===== src/rtl/wb_arbiter.sv =====
// -----------------------------------------------------------------------------
// wb_arbiter
//   Writeback arbiter between the two result producers (EX/ALU and LSU) and
//   the single write port of the general-purpose register file.
//   Each producer has a one-entry buffer. One buffered result is granted per
//   cycle, round-robin when both buffers hold a result. Writes to x0 are
//   consumed without touching the register file. Per-register busy bits track
//   pending writes for the issue stage's RAW-hazard check.
//
// Ports
//   clk, rst_n                 clock, asynchronous active-low reset
//   ex_valid/ex_ready          EX result handshake
//   ex_waddr/ex_wdata          EX destination register / result data
//   ls_valid/ls_ready          LSU result handshake
//   ls_waddr/ls_wdata          LSU destination register / load data
//   issue_en/issue_rd          issue stage dispatched an instruction writing rd
//   busy                       per-register pending-write bits (bit 0 is 0)
//   rf_wen/rf_waddr/rf_wdata   register-file write port
//   wb_count                   committed non-x0 writes, wraps at 2^32
// -----------------------------------------------------------------------------
module wb_arbiter #(
    parameter int ADDR_WIDTH = 5,
    parameter int DATA_WIDTH = 32
) (
    input  logic                         clk,
    input  logic                         rst_n,
    input  logic                         ex_valid,
    output logic                         ex_ready,
    input  logic [ADDR_WIDTH-1:0]        ex_waddr,
    input  logic [DATA_WIDTH-1:0]        ex_wdata,
    input  logic                         ls_valid,
    output logic                         ls_ready,
    input  logic [ADDR_WIDTH-1:0]        ls_waddr,
    input  logic [DATA_WIDTH-1:0]        ls_wdata,
    input  logic                         issue_en,
    input  logic [ADDR_WIDTH-1:0]        issue_rd,
    output logic [(2**ADDR_WIDTH)-1:0]   busy,
    output logic                         rf_wen,
    output logic [ADDR_WIDTH-1:0]        rf_waddr,
    output logic [DATA_WIDTH-1:0]        rf_wdata,
    output logic [31:0]                  wb_count
);

    localparam int NUM_REGS = 2**ADDR_WIDTH;

    // One-entry result buffers
    logic                    r_ex_full;
    logic [ADDR_WIDTH-1:0]   r_ex_addr;
    logic [DATA_WIDTH-1:0]   r_ex_data;
    logic                    r_ls_full;
    logic [ADDR_WIDTH-1:0]   r_ls_addr;
    logic [DATA_WIDTH-1:0]   r_ls_data;

    // Round-robin pointer: 1 = LS was granted last, so EX wins the next tie.
    logic                    r_rr_last_ls;

    logic [NUM_REGS-1:0]     r_busy;
    logic [NUM_REGS-1:0]     w_busy_next;
    logic [31:0]             r_wb_count;

    logic                    w_grant_ex;
    logic                    w_grant_ls;
    logic                    w_ex_accept;
    logic                    w_ls_accept;

    // ------------------------------------------------------------------
    // Grant: a lone full entry always wins; on a tie the source that was
    // not granted last wins.
    // ------------------------------------------------------------------
    assign w_grant_ex = r_ex_full & (~r_ls_full | r_rr_last_ls);
    assign w_grant_ls = r_ls_full & (~r_ex_full | ~r_rr_last_ls);

    // A buffer being drained this cycle can be refilled on the same edge,
    // which is what gives one write per cycle under sustained load.
    assign ex_ready    = ~r_ex_full | w_grant_ex;
    assign ls_ready    = ~r_ls_full | w_grant_ls;
    assign w_ex_accept = ex_valid & ex_ready;
    assign w_ls_accept = ls_valid & ls_ready;

    // ------------------------------------------------------------------
    // EX buffer
    // ------------------------------------------------------------------
    always_ff @(posedge clk or negedge rst_n) begin
        if (!rst_n) begin
            r_ex_full <= 1'b0;
            r_ex_addr <= '0;
            r_ex_data <= '0;
        end else if (w_ex_accept) begin
            r_ex_full <= 1'b1;
            r_ex_addr <= ex_waddr;
            r_ex_data <= ex_wdata;
        end else if (w_grant_ex) begin
            r_ex_full <= 1'b0;
        end
    end

    // ------------------------------------------------------------------
    // LSU buffer
    // ------------------------------------------------------------------
    always_ff @(posedge clk or negedge rst_n) begin
        if (!rst_n) begin
            r_ls_full <= 1'b0;
            r_ls_addr <= '0;
            r_ls_data <= '0;
        end else if (w_ls_accept) begin
            r_ls_full <= 1'b1;
            r_ls_addr <= ls_waddr;
            r_ls_data <= ls_wdata;
        end else if (w_grant_ls) begin
            r_ls_full <= 1'b0;
        end
    end

    // ------------------------------------------------------------------
    // Round-robin pointer, updated on every grant
    // ------------------------------------------------------------------
    always_ff @(posedge clk or negedge rst_n) begin
        if (!rst_n) begin
            r_rr_last_ls <= 1'b1;
        end else if (w_grant_ex) begin
            r_rr_last_ls <= 1'b0;
        end else if (w_grant_ls) begin
            r_rr_last_ls <= 1'b1;
        end
    end

    // ------------------------------------------------------------------
    // Write port: combinational from the granted entry. An x0 entry is
    // granted (and so consumed) but never raises rf_wen.
    // ------------------------------------------------------------------
    always_comb begin
        rf_wen   = 1'b0;
        rf_waddr = '0;
        rf_wdata = '0;
        if (w_grant_ex) begin
            rf_wen   = (r_ex_addr != '0);
            rf_waddr = r_ex_addr;
            rf_wdata = r_ex_data;
        end else if (w_grant_ls) begin
            rf_wen   = (r_ls_addr != '0);
            rf_waddr = r_ls_addr;
            rf_wdata = r_ls_data;
        end
    end

    // ------------------------------------------------------------------
    // Busy bits. A new issue to a register has priority over the commit of
    // the previous write to it, so the new pending write stays visible.
    // ------------------------------------------------------------------
    assign w_busy_next[0] = 1'b0;

    generate
        for (genvar gi = 1; gi < NUM_REGS; gi++) begin : g_busy
            logic w_set;
            logic w_clr;
            assign w_set = issue_en & (issue_rd == ADDR_WIDTH'(gi));
            assign w_clr = rf_wen & (rf_waddr == ADDR_WIDTH'(gi));
            assign w_busy_next[gi] = w_set | (r_busy[gi] & ~w_clr);
        end
    endgenerate

    always_ff @(posedge clk or negedge rst_n) begin
        if (!rst_n) begin
            r_busy <= '0;
        end else begin
            r_busy <= w_busy_next;
        end
    end

    assign busy = r_busy;

    // ------------------------------------------------------------------
    // Committed-write counter (wraps naturally)
    // ------------------------------------------------------------------
    always_ff @(posedge clk or negedge rst_n) begin
        if (!rst_n) begin
            r_wb_count <= '0;
        end else if (rf_wen) begin
            r_wb_count <= r_wb_count + 32'd1;
        end
    end

    assign wb_count = r_wb_count;

endmodule


===== config.mk =====
export PLATFORM = sky130hd
export DESIGN_NAME = wb_arbiter
export DESIGN_NICKNAME = d
export VERILOG_FILES = /design/src/rtl/wb_arbiter.sv
export SDC_FILE = /design/constraint.sdc
export NUM_CORES = 1
export LEC_CHECK = 0
export BUFFER_PORTS_ARGS = -buffer_cell sky130_fd_sc_hd__buf_2
export CORE_ASPECT_RATIO = 1.5
export CORE_UTILIZATION = 55
export CTS_CLUSTER_DIAMETER = 80
export DETAILED_ROUTE_END_ITERATION = 7
export PLACE_DENSITY = 0.85
export SYNTH_ARGS = -nofsm -noshare
export SYNTH_HDL_FRONTEND = slang
export SYNTH_SLANG_ARGS = --single-unit
export TNS_END_PERCENT = 10

===== constraint.sdc =====
create_clock -name clk -period 4 [get_ports clk]
set_clock_uncertainty 0.2 [all_clocks]
set_input_delay 0.2 -clock clk [delete_from_list [all_inputs] [get_ports clk]]
set_output_delay 0.2 -clock clk [all_outputs]
set_load 0.01 [all_outputs]

* Word level (Yosys, flattened, before mapping)
Index checks and enable logic that the tools add are counted.
Operators by class: add/subtract/negate cells 1, equality and inequality tests 62, multiplexer cells 12, bitwise gates (word level) 166, reduce and logical (&&, ||, !) cells 5
Operators by type and width (number):
- $eq A5 B5 Y1 const B | 32
- $and A1 B1 Y1 | 97
- $eq A5 B4 Y1 const B | 16
- $mux W32 | 2
- $eq A5 B3 Y1 const B | 8
- $or A1 B1 Y1 | 35
- $not A1 Y1 | 34
- $add A32 B1 Y32 const B | 1
- $eq A5 B2 Y1 const B | 4
- $eq A5 B1 Y1 const B | 2
- $mux W5 | 2
- $reduce_bool A5 Y1 | 2
- $mux W1 | 8
- $reduce_bool A2 Y1 | 3
Storage, ports and cells: bits in registers 140, input port bits 84, output and inout port bits 104

* Depth between registers and ports, before layout
Gate-level depths: netlist of run 1.
depth after elaboration 10, gate-level depth with buffers 7, gate-level depth less buffers 6

* Worst setup path after synthesis of run 1
No wires, ideal clock.
path type register -> register, start register r_rr_last_ls, end register r_wb_count[25] (netlist: wb_count[25]), arrival time 1.714 ns, required time 3.721 ns, path slack 2.006 ns, cell stages (with the launch flop) 7, path buffers 1, clock period less this slack 1.994 ns, cells stage by stage dfstp_2 nand2b_1 buf_4 nand2_4 o32a_2 nor4_2 xor2_1
On the way: word-level cells in the longest chain between the ends 5
Ends and longest elaborated chain:
- from (decl) | RTL line 55 | logic r_rr_last_ls;
- from (signal assigned) | RTL line 119 | r_rr_last_ls <= 1'b1;
- from (signal assigned) | RTL line 121 | r_rr_last_ls <= 1'b0;
- from (signal assigned) | RTL line 123 | r_rr_last_ls <= 1'b1;
- $not A1 Y1 | RTL line 71 | assign w_grant_ls = r_ls_full & (~r_ex_full | ~r_rr_last_ls);
- $or A1 B1 Y1 | RTL line 71
- $and A1 B1 Y1 | RTL line 71
- $mux W1 | RTL line 139 | end else if (w_grant_ls) begin
- $mux W1 (*) | RTL line 135 | if (w_grant_ex) begin
- to (signal assigned) | RTL line 179 | r_wb_count <= r_wb_count + 32'd1;
- to (decl) | RTL line 59 | logic [31:0] r_wb_count;
Every way passes the cells marked *; elsewhere a longest branch is shown, timed or not. A chain may end at the register's enable or synchronous reset.

* Worst setup path in the final report of run 1
start register r_ex_full, end output rf_waddr[1]
On the way: word-level cells in the longest chain between the ends 5
Ends and longest elaborated chain:
- from (decl) | RTL line 47 | logic r_ex_full;
- from (signal assigned) | RTL line 85 | r_ex_full <= 1'b0;
- from (signal assigned) | RTL line 89 | r_ex_full <= 1'b1;
- from (signal assigned) | RTL line 93 | r_ex_full <= 1'b0;
- $not A1 Y1 | RTL line 71
- $or A1 B1 Y1 | RTL line 71
- $and A1 B1 Y1 | RTL line 71
- $mux W5 | RTL line 139
- $mux W5 (*) | RTL line 135
- to (decl) | RTL line 39 | output logic [ADDR_WIDTH-1:0] rf_waddr,
Marked as above.

==> results of run 1 <==
-- power groups by stage --
stage	sequential, mW	clock [mW]	combinational, mW
2_1_floorplan	2.11	0	0.985
3_3_place_gp	2.07	0	1.65
3_5_place_dp	2.10	0	1.70
4_1_cts	2.08	1.61	1.78
5_1_grt	2.15	1.68	1.99
6_report	2.11	1.60	1.84
-- Yosys cell counts, drive strengths merged, types with 3 or more instances --
library cell / n / share of area, %
buf: 14 / 1.3
nand2: 67 / 4.2
a22o: 32 / 4.5
nand2b: 5 / 0.51
xor2: 11 / 1.6
clkbuf: 7 / 0.42
mux2: 75 / 14
nor2b: 5 / 0.51
and3: 3 / 0.30
nor2: 12 / 0.77
a21oi: 3 / 0.24
nor4: 4 / 0.95
nand4: 13 / 1.6
inv: 11 / 0.67
nor3: 10 / 1.1
o21ai: 37 / 3.0
xnor2: 20 / 2.8
or4: 3 / 0.42
dfrtp: 139 / 56
a32oi: 5 / 0.71
nand3: 29 / 2.3
-- logic make-up (layout without fill, tap and decap cells) --
family	count (synthesis)	in the layout
AND/OR/NAND/NOR	156	156
flip-flops	140	140
AO/OA/AOI/OAI	83	83
multiplexers	75	75
buffers and inverters	32	317
XOR/XNOR	31	31
adder cells (fa/ha/maj)	1	1
other	1	1
-- state kept, by name, indices dropped and copies added (netlist names) --
name / count
wb_count: 32
r_ex_full: 1
r_ex_addr: 5
r_ex_data: 32
busy: 31
r_ls_addr: 5
r_ls_data: 32
r_ls_full: 1
r_rr_last_ls: 1
-- cell type report --
| type | instances | share of cell area, % |
|---|---|---|
| timing repair buffer | 275 | 20.8 |
| inverter | 11 | 0.475 |
| clock buffer | 18 | 4.94 |
| sequential | 140 | 40.3 |
| multi-input combinational | 347 | 29.4 |
| clock inverter | 13 | 1.94 |
| tap | 147 | 2.12 |
-- worst register-to-register path, stage by stage (launching register included) --
cell and delay (ns):
dfrtp_1 0.52, a21boi_4 0.20, buf_4 0.41, a32oi_1 0.23
inv_1 0.21, nand3_1 0.19, o21ai_0 0.29, nand2_1 0.11
-- how the worst max path moves through the flow --
stage                       startpoint            to  slack (ns)  depth (start not counted)
after global placement       r_ex_full  wb_count[27]        1.64                          6
final                        r_ex_full   rf_waddr[1]        1.33                          5
after detailed placement     r_ex_full  r_ex_data[9]        1.56                          4
after global routing         r_ex_full   rf_waddr[1]        1.19                          5
after floorplan           r_rr_last_ls  wb_count[25]        2.01                          6
after CTS                    r_ex_full   rf_waddr[1]        1.36                          5
-- per-stage QoR --
stage | hold WS [ns] | cells | utilization, %
finish | 0.0311 | 951 | 79.1
global route | 0.0678 | 951 | 79.1
floorplan | -0.296 | 519 | -
CTS | 0.00384 | 951 | 79.1
global placement | 0.151 | 837 | 66.1
detailed placement | 0.163 | 837 | 66.1
-- layer usage --
metal  GRT usage, %  share of wire [%]  routed length [um]
met5              0                  0                   0
met4           12.8                2.7                 489
met3           8.77                7.6                1400
met2           57.5                 52                9630
met1           39.7                 37                6830
==> impl_results.md, run 1 <==
- Comb power frac: 33.1%
- Area of the multi-input gates: 2550 um^2
- Critical path fanouts, max: 40
- Num CTS Buffers: 17
- Fill cell count: 657
- Die Height: 132 um
- Initial antenna violation count: 0
- Root buffer cell: clkbuf_16
- Total power: 5.56 mW
- CP max stage cell: dfrtp_1
- Post-CTS Hold Fix Bufs: 83
- XOR/XNOR Fraction of Synth Area: 4.38%
- Hold Startpoint: issue_rd[4]
- WP buf/inv: 3
- Total gr overflow: 0
- IO Pins: 188
- Max Root-Sink Buffers: 2
- Hold Fails Final Rpt: 0
- DIE AREA: 11700 um^2
- R2r endpoint: busy[14]
- Drt total wl: 18.4 mm
- RSZ-0062 raised after global routing: false
- Htree depth: 4
- Via count: 5459
- Clock sinks: 140
- Hold EP: busy[8]
- Synth Area in Adders: 0.202%
- R2R Path Start: r_ex_full
- R2R cell count: 7
- Max Cap Viol: 0
- Core Region: 11000 um^2
- Crit path required time: 3.60 ns
- Final GP Congestion: 0.902
- Synth Area in Compound Gates: 9.60%
- Fin area: 8700 um^2
- CP delay by family, top: buffers and inverters
- Vias in the first global route: 5662
- Mux contribution to synthesized area: 13.6%
- #FFs+latches synth: 140
- Slew @ Worst Pin: 0.883 ns
- Area Overhead vs Synth: 40.4%
- Quantity of gates resized following cts: 0
- Psw: 1.95 mW
- Switching part of the total: 35.1%
- CP peak stage delay: 0.59 ns
- Drt first pass iters: 5
- CP arrival: 2.27 ns
- Period utilization: 66.9%
- Total power divided by cell area: 639 nW/um^2
- Register area share after synthesis: 56.6%
- Synth Net Count: 604
- Most frequent cells in the layout: buf_2 (185), dfrtp_1 (139), dlygate4sd3_1 (83)
- Slew Limit Headroom: 41.1%
- Final Setup Violations: 0
- Row count: 47
- Post-DP HPWL: 10.6 mm
- Worst-path cell chain: a21boi_4 -> buf_4 -> a32oi_1 -> inv_1 -> buf_2
- Setup repair bufs after CTS: 0
- Post-synth EDFFs: 0
- Initial core utilization: 56.3%
- P_int: 3.61 mW
- Most common cell after layout, fill and taps aside: buf_2
- Main flop type after synthesis: dfrtp_1
- R2r setup slk: 1.51 ns
- Drt initial violations: 254
- Avg Cell Area, Syn: 11.9 um^2
- Simple-gate share of the synthesized area: 13.2%
- Warnings, synthesis: 0
- Sequential share of power: 38.0%
- CP endpoint kind: output port
- Hold Crit Depth: 4
- Final setup margin: 1.33 ns
- Routed len/inst: 19.3 um
- Fmax: 0.374 GHz
- Placed inst area: 7270 um^2
- Ant diodes: 0
- Via density: 5.74
- Die X: 88.6 um
- Layout cells sized above 1: 39.1%
- Clk pwr share: 28.9%
- Reg clk slew, reported paths: 0.06 ns
- Register area: 3500 um^2
- Post-Route Setup TNS: 0 ns
- Largest family of logic cells by synthesized area: multiplexers
- Netlist cell types: 41
- Post-route minimum period: 2.67 ns
- Syn Inst Count: 519
- Crit start category: flop
- Synthesized area: 6190 um^2
- Nets@finish: 877
- Status: finished, final reports clean
- Async SR Flop Fraction: 100%
- Port Buf Inserts: 186
- Final antenna-violating net count: 0
- Dpl ws: 1.56 ns
- Leakage: 4.10 nW
- Largest net degree at the start of global routing: 101
- VDD IR max: 0.000371 V
- Gr usage total: 33.6%
- Clock latency on the worst-skew pair: 0.41 ns
- First-pass GRT wire length: 29.7 mm
- Crit Path Class: reg2out
- Max-slew violations: 0
- CTS tree: done
- Worst min path class: in2reg
- Drt drc: 0
Note: power is estimated with default switching activity, not from simulation.
==> run 2: changes to the inputs <==
- CORE_UTILIZATION: 55 -> 47
- PLACE_DENSITY: 0.85 -> 0.77
- clock period: 4 -> 2.21 ns (I/O delays scaled with it)
==> impl_results.md, run 2 (synthesis gave the netlist of run 1 again) <==
- Status: finished, final reports clean (unchanged)
- Slew Limit Headroom: 57.6% (was 41.1%)
- CTS tree: done (unchanged)
- Post-route minimum period: 2.20 ns
- Vias in the first global route: 5625 (was 5662)
- Core Region: 12900 um^2 (was 11000 um^2)
- CP arrival: 1.89 ns (was 2.27 ns)
- Root buffer cell: clkbuf_16 (unchanged)
- Clock latency on the worst-skew pair: 0.41 ns (about the same)
- Critical path fanouts, max: 5 (was 40)
- Fmax: 0.454 GHz
- Max-slew violations: 0 (unchanged)
- Max Cap Viol: 0 (unchanged)
- Hold Fails Final Rpt: 0 (unchanged)
- Die Height: 143 um (was 132 um)
- Via count: 5352 (was 5459)
- Max Root-Sink Buffers: 2 (unchanged)
- Drt total wl: 17.0 mm (was 18.4 mm)
- Cell Count, Final, Fillers Out: 976 (was 951)
- Num CTS Buffers: 17 (unchanged)
- Worst-path cell chain: or4_1 -> o21ai_0 -> o21ai_2 -> buf_2 (was a21boi_4 -> buf_4 -> a32oi_1 -> inv_1 -> buf_2)
- Leakage: 4.18 nW (was 4.10 nW)
- Worst min path class: in2async (was in2reg)
- Port Buf Inserts: 186 (unchanged)
- Ant diodes: 0 (unchanged)
- Drt initial violations: 229 (was 254)
- Initial antenna violation count: 0 (unchanged)
- Drt drc: 0 (unchanged)
- Most common cell after layout, fill and taps aside: buf_2 (unchanged)
- Gr usage total: 26.4% (was 33.6%)
- Reg clk slew, reported paths: 0.06 ns (about the same)
- DIE AREA: 13700 um^2 (was 11700 um^2)
- Post-DP HPWL: 11.1 mm (was 10.6 mm)
- Drt first pass iters: 5 (unchanged)
- Final antenna-violating net count: 0 (unchanged)
- RSZ-0062 raised after global routing: true (was false)
- Fin area: 8870 um^2 (was 8700 um^2)
- CP endpoint kind: output port (unchanged)
- Clock sinks: 140 (unchanged)
- Final GP Congestion: 0.881 (was 0.902)
- First-pass GRT wire length: 27.5 mm (was 29.7 mm)
- Area Overhead vs Synth: 43.2% (was 40.4%)
- Layout cells sized above 1: 40.4% (was 39.1%)
- Routed len/inst: 17.4 um (was 19.3 um)
- CP max stage cell: or4_1 (was dfrtp_1)
- Largest net degree at the start of global routing: 69 (was 101)
- Total power divided by cell area: 1120 nW/um^2 (was 639 nW/um^2)
- Nets@finish: 889 (was 877)
- Initial core utilization: 48.0% (was 56.3%)
- Crit path required time: 1.90 ns (was 3.60 ns)
- Crit start category: flop (unchanged)
- Final Setup Violations: 0 (unchanged)
- Crit Path Class: reg2out (unchanged)
- Placed inst area: 7370 um^2 (was 7270 um^2)
- Via density: 5.48 (was 5.74)
- VDD IR max: 0.000615 V (was 0.000371 V)
- WHS: 0.0369 ns (was 0.0311 ns)
- Most frequent cells in the layout: buf_2 (185), dfrtp_1 (139), dlygate4sd3_1 (86) (was buf_2 (185), dfrtp_1 (139), dlygate4sd3_1 (83))
- Slew @ Worst Pin: 0.636 ns (was 0.883 ns)
- CP peak stage delay: 0.56 ns (was 0.59 ns)
- IO Pins: 188 (unchanged)
- Post-Route Setup TNS: 0 ns (unchanged)
- Period utilization: 99.6%
- Htree depth: 4 (unchanged)
- Die X: 95.7 um (was 88.6 um)
- Total gr overflow: 0 (unchanged)
- Placed cell count: 856 (was 837)
- Row count: 51 (was 47)
==> run 2: cell count changes in the layout (fill, tap and decap cells not counted), sizes merged <==
cell,delta
clkbuf,+2
dlygate4sd3,+3
inv,+2
bufinv,-2
buf,+8
clkinv,-1
dlymetal6s4s,+1
==> run 2: metrics by stage <==
| step | power (mW) | setup slack (ns) | utilization [%] |
|---|---|---|---|
| detailed placement | 6.96 | 0.0324 | 57.2 |
| finish | 9.90 | 0.00937 | 68.8 |
| global placement | 6.83 | 0.0861 | 57.2 |
| floorplan | 5.60 | 0.216 | - |
| CTS | 9.87 | -0.0689 | 68.5 |
| global route | 10.4 | -0.0563 | 68.8 |
==> run 2: what timing repair did <==
item	in CTS	in global routing
endpoints found under the hold margin	221	0
hold buffers	87	0
pin swaps	0	1
buffers inserted	0	1
endpoints found under the setup margin	36	48
gates resized for setup	4	8
==> run 2: worst max-delay path, delay by kind of cell, from the launching register on <==
family / cells / cell delay (ns)
and+or+nand+nor: 1 / 0.56
DFF: 1 / 0.40
AOI/OAI and AO/OA: 2 / 0.35
buffers and inverters: 1 / 0.17
==> run 2: worst paths after layout <==
kind / from / end / slack [ns] / cells past startpoint
worst min register to register: wb_count[31] / wb_count[31] / 0.26 / 1
max in group asynchronous: rst_n / busy[6] / 1.09 / 3
worst min-delay path: rst_n / r_ex_data[9] / 0.04 / 2
min in group clk: ls_wdata[23] / r_ls_data[23] / 0.26 / 3
worst max register to register: r_ls_addr[4] / wb_count[12] / 0.03 / 5
worst max-delay path: r_ls_addr[4] / rf_wen / 0.009 / 4
==> run 2: layer usage <==
layer	global-route usage [%]	routed length, um	vias up
met5	0	0	-
met4	10.2	314	0
met3	6.94	1090	32
met2	46.4	9180	201
met1	29.9	6440	2692
li1	-	-	2427
==> run 2: area by class of cell <==
class | instances | area, um^2
inverter | 11 | 41.3
tap | 159 | 199
sequential | 140 | 3500
clock buffer | 20 | 457
timing repair buffer | 287 | 1960
clock inverter | 12 | 110
multi-input combinational | 347 | 2600
fill | 927 | 4020
==> run 2: report_power, final <==
part | internal [mW] | leakage, nW | total (mW) | switching, mW
combinational | 1.56 | 2.23 | 3.37 | 1.81
sequential | 3.28 | 1.68 | 3.79 | 0.515
clock | 1.62 | 0.270 | 2.74 | 1.12
==> run 3: changes to the inputs <==
- CORE_UTILIZATION: 47 -> 55
- MAX_ROUTING_LAYER: default -> met4
- PLACE_DENSITY: 0.77 -> 0.85
- SETUP_SLACK_MARGIN: default -> 0.3
- clock period: 2.21 -> 2.61 ns (I/O delays scaled with it)
==> impl_results.md, run 3 (synthesis gave the netlist of run 1 again) <==
- Status: finished, violations left (was finished, final reports clean)
- Failing checks: hold timing
- Largest net degree at the start of global routing: 68 (was 69)
- Post-DP HPWL: 10.8 mm (was 11.1 mm)
- Fin area: 8720 um^2 (was 8870 um^2)
- Nets@finish: 879 (was 889)
- Slew Limit Headroom: 58.3% (was 57.6%)
- Final setup margin: 0.298 ns (was 0.00937 ns)
- Die Height: 132 um (was 143 um)
- Post-route minimum period: 2.31 ns
- Via count: 5380 (was 5352)
- Final antenna-violating net count: 0 (unchanged)
- Drt total wl: 17.5 mm (was 17.0 mm)
- Area Overhead vs Synth: 40.8% (was 43.2%)
- Hold Fails Final Rpt: 2 (was 0)
- Area of the multi-input gates: 2560 um^2 (was 2600 um^2)
- Placed inst area: 7310 um^2 (was 7370 um^2)
- Final GP Congestion: 0.925 (was 0.881)
- Most common cell after layout, fill and taps aside: buf_2 (unchanged)
- Period utilization: 88.6%
- Initial core utilization: 56.3% (was 48.0%)
- Crit path required time: 2.28 ns (was 1.90 ns)
- Reg clk slew, reported paths: 0.06 ns (about the same)
- Layout cells sized above 1: 39.5% (was 40.4%)
- Max Cap Viol: 0 (unchanged)
- Final Setup Violations: 0 (unchanged)
- Row count: 47 (was 51)
- Dpl ws: 0.327 ns (was 0.0324 ns)
- Initial antenna violation count: 0 (unchanged)
- Total power divided by cell area: 960 nW/um^2 (was 1120 nW/um^2)
- Gr usage total: 32.6% (was 26.4%)
- CTS tree: done (unchanged)
- Fmax: 0.433 GHz
- Post-Route Setup TNS: 0 ns (unchanged)
- CP endpoint kind: output port (unchanged)
- Critical path fanouts, max: 5 (unchanged)
- Port Buf Inserts: 186 (unchanged)
- First-pass GRT wire length: 28.2 mm (was 27.5 mm)
- Drt initial violations: 290 (was 229)
- CP max stage cell: or4_1 (unchanged)
- Setup repair bufs after CTS: 0 (unchanged)
- Clock latency on the worst-skew pair: 0.41 ns (about the same)
- Crit Path Class: reg2out (unchanged)
- Total gr overflow: 0 (unchanged)
- Root buffer cell: clkbuf_16 (unchanged)
- R2R cell count: 5 (unchanged)
- Num CTS Buffers: 17 (unchanged)
- R2R Path Start: r_ls_addr[4] (unchanged)
- Worst min path class: in2async (unchanged)
- Max Root-Sink Buffers: 2 (unchanged)
- CP peak stage delay: 0.54 ns (was 0.56 ns)
- Die X: 88.6 um (was 95.7 um)
- Crit start category: flop (unchanged)
- Register area: 3510 um^2 (was 3500 um^2)
- Leakage: 4.11 nW (was 4.18 nW)
- Fill cell count: 665 (was 927)
- Htree depth: 4 (unchanged)
- R2r setup slk: 0.43 ns (was 0.03 ns)
- RSZ-0062 raised after global routing: true (unchanged)
- Drt drc: 0 (unchanged)
- Vias in the first global route: 5622 (was 5625)
- Routed len/inst: 18.4 um (was 17.4 um)
- Drt first pass iters: 5 (unchanged)
- Core Region: 11000 um^2 (was 12900 um^2)
- CP arrival: 1.98 ns (was 1.89 ns)
- R2r endpoint: wb_count[12] (unchanged)
- Slew @ Worst Pin: 0.621 ns (was 0.636 ns)
- Via density: 5.65 (was 5.48)
- Worst-path cell chain: or4_1 -> nor2_2 -> o21ai_1 -> buf_2 (was or4_1 -> o21ai_0 -> o21ai_2 -> buf_2)
- DIE AREA: 11700 um^2 (was 13700 um^2)
- Most frequent cells in the layout: buf_2 (185), dfrtp_1 (138), dlygate4sd3_1 (83) (was buf_2 (185), dfrtp_1 (139), dlygate4sd3_1 (86))
- WHS: -0.00376 ns (was 0.0369 ns)
- Clock sinks: 140 (unchanged)
- Ant diodes: 0 (unchanged)
- Max-slew violations: 0 (unchanged)
- VDD IR max: 0.000586 V (was 0.000615 V)
- IO Pins: 188 (unchanged)
run 3: cell types whose count changed in the layout (fill, tap and decap cells not counted), moves of 2 or more:
| cell | before | now |
|---|---|---|
| dlygate4sd3_1 | 86 | 83 |
| a32oi_1 | 3 | 5 |
| buf_4 | 10 | 4 |
| nor2_1 | 9 | 11 |
| nor2_4 | 2 | 0 |
| a32oi_2 | 2 | 0 |
| inv_6 | 4 | 0 |
| clkinv_2 | 3 | 5 |
run 3: where the power goes:
group / internal, mW / total, mW / switching (mW)
logic: 1.27 / 2.81 / 1.53
clock network: 1.42 / 2.33 / 0.909
registers: 2.78 / 3.23 / 0.457
total: 5.47 / 8.37 / 2.90
run 3: cell type report:
class / instances / area share, %
Clock buffer: 19 / 5.08
Sequential cell: 140 / 40.2
Tap cell: 147 / 2.11
Timing Repair Buffer: 277 / 21.4
Clock inverter: 12 / 1.42
Inverter: 11 / 0.474
Multi-Input combinational cell: 347 / 29.3
run 3: worst max-delay path by stage:
stage                     slack (ns)           end         start
final                           0.30        rf_wen  r_ex_addr[4]
after global routing            0.21  rf_wdata[22]  r_rr_last_ls
after CTS                       0.29        rf_wen  r_ex_addr[4]
after detailed placement        0.33  wb_count[24]  r_rr_last_ls
after global placement          0.43  wb_count[22]  r_rr_last_ls
after floorplan                 0.62  wb_count[25]  r_rr_last_ls
run 3: through the flow:
| step | std cells | power (mW) | utilization, % | hold slack, ns |
|---|---|---|---|---|
| after floorplan | 519 | 4.74 | - | -0.365 |
| after global placement | 839 | 5.71 | 66.4 | -0.139 |
| after detailed placement | 839 | 5.83 | 66.4 | -0.125 |
| after CTS | 953 | 8.29 | 79.3 | 0.0107 |
| after global routing | 953 | 8.77 | 79.3 | 0.0232 |
| final | 953 | 8.37 | 79.3 | -0.00376 |
run 3: what timing repair did:
action	CTS	global route
hold buffers	83	0
resized for setup	4	1
hold endpoints to repair	244	0
setup endpoints to repair	33	41
gates cloned	0	0
run 3: worst max-delay path: cells and delay by family, from the launching register on:
kind / cells / cell delay (ns)
buf+inv: 1 / 0.19
simple gates: 2 / 0.79
flops: 1 / 0.39
compound gates: 1 / 0.19
run 3: metal layers:
| metal | vias to the layer above | part of all wire [%] | track usage [%] |
|---|---|---|---|
| li1 | 2403 | - | - |
| met1 | 2676 | 39 | 38.7 |
| met2 | 255 | 51 | 52.1 |
| met3 | 46 | 6.8 | 9.02 |
| met4 | 0 | 2.7 | 12.9 |
| met5 | - | 0 | - |
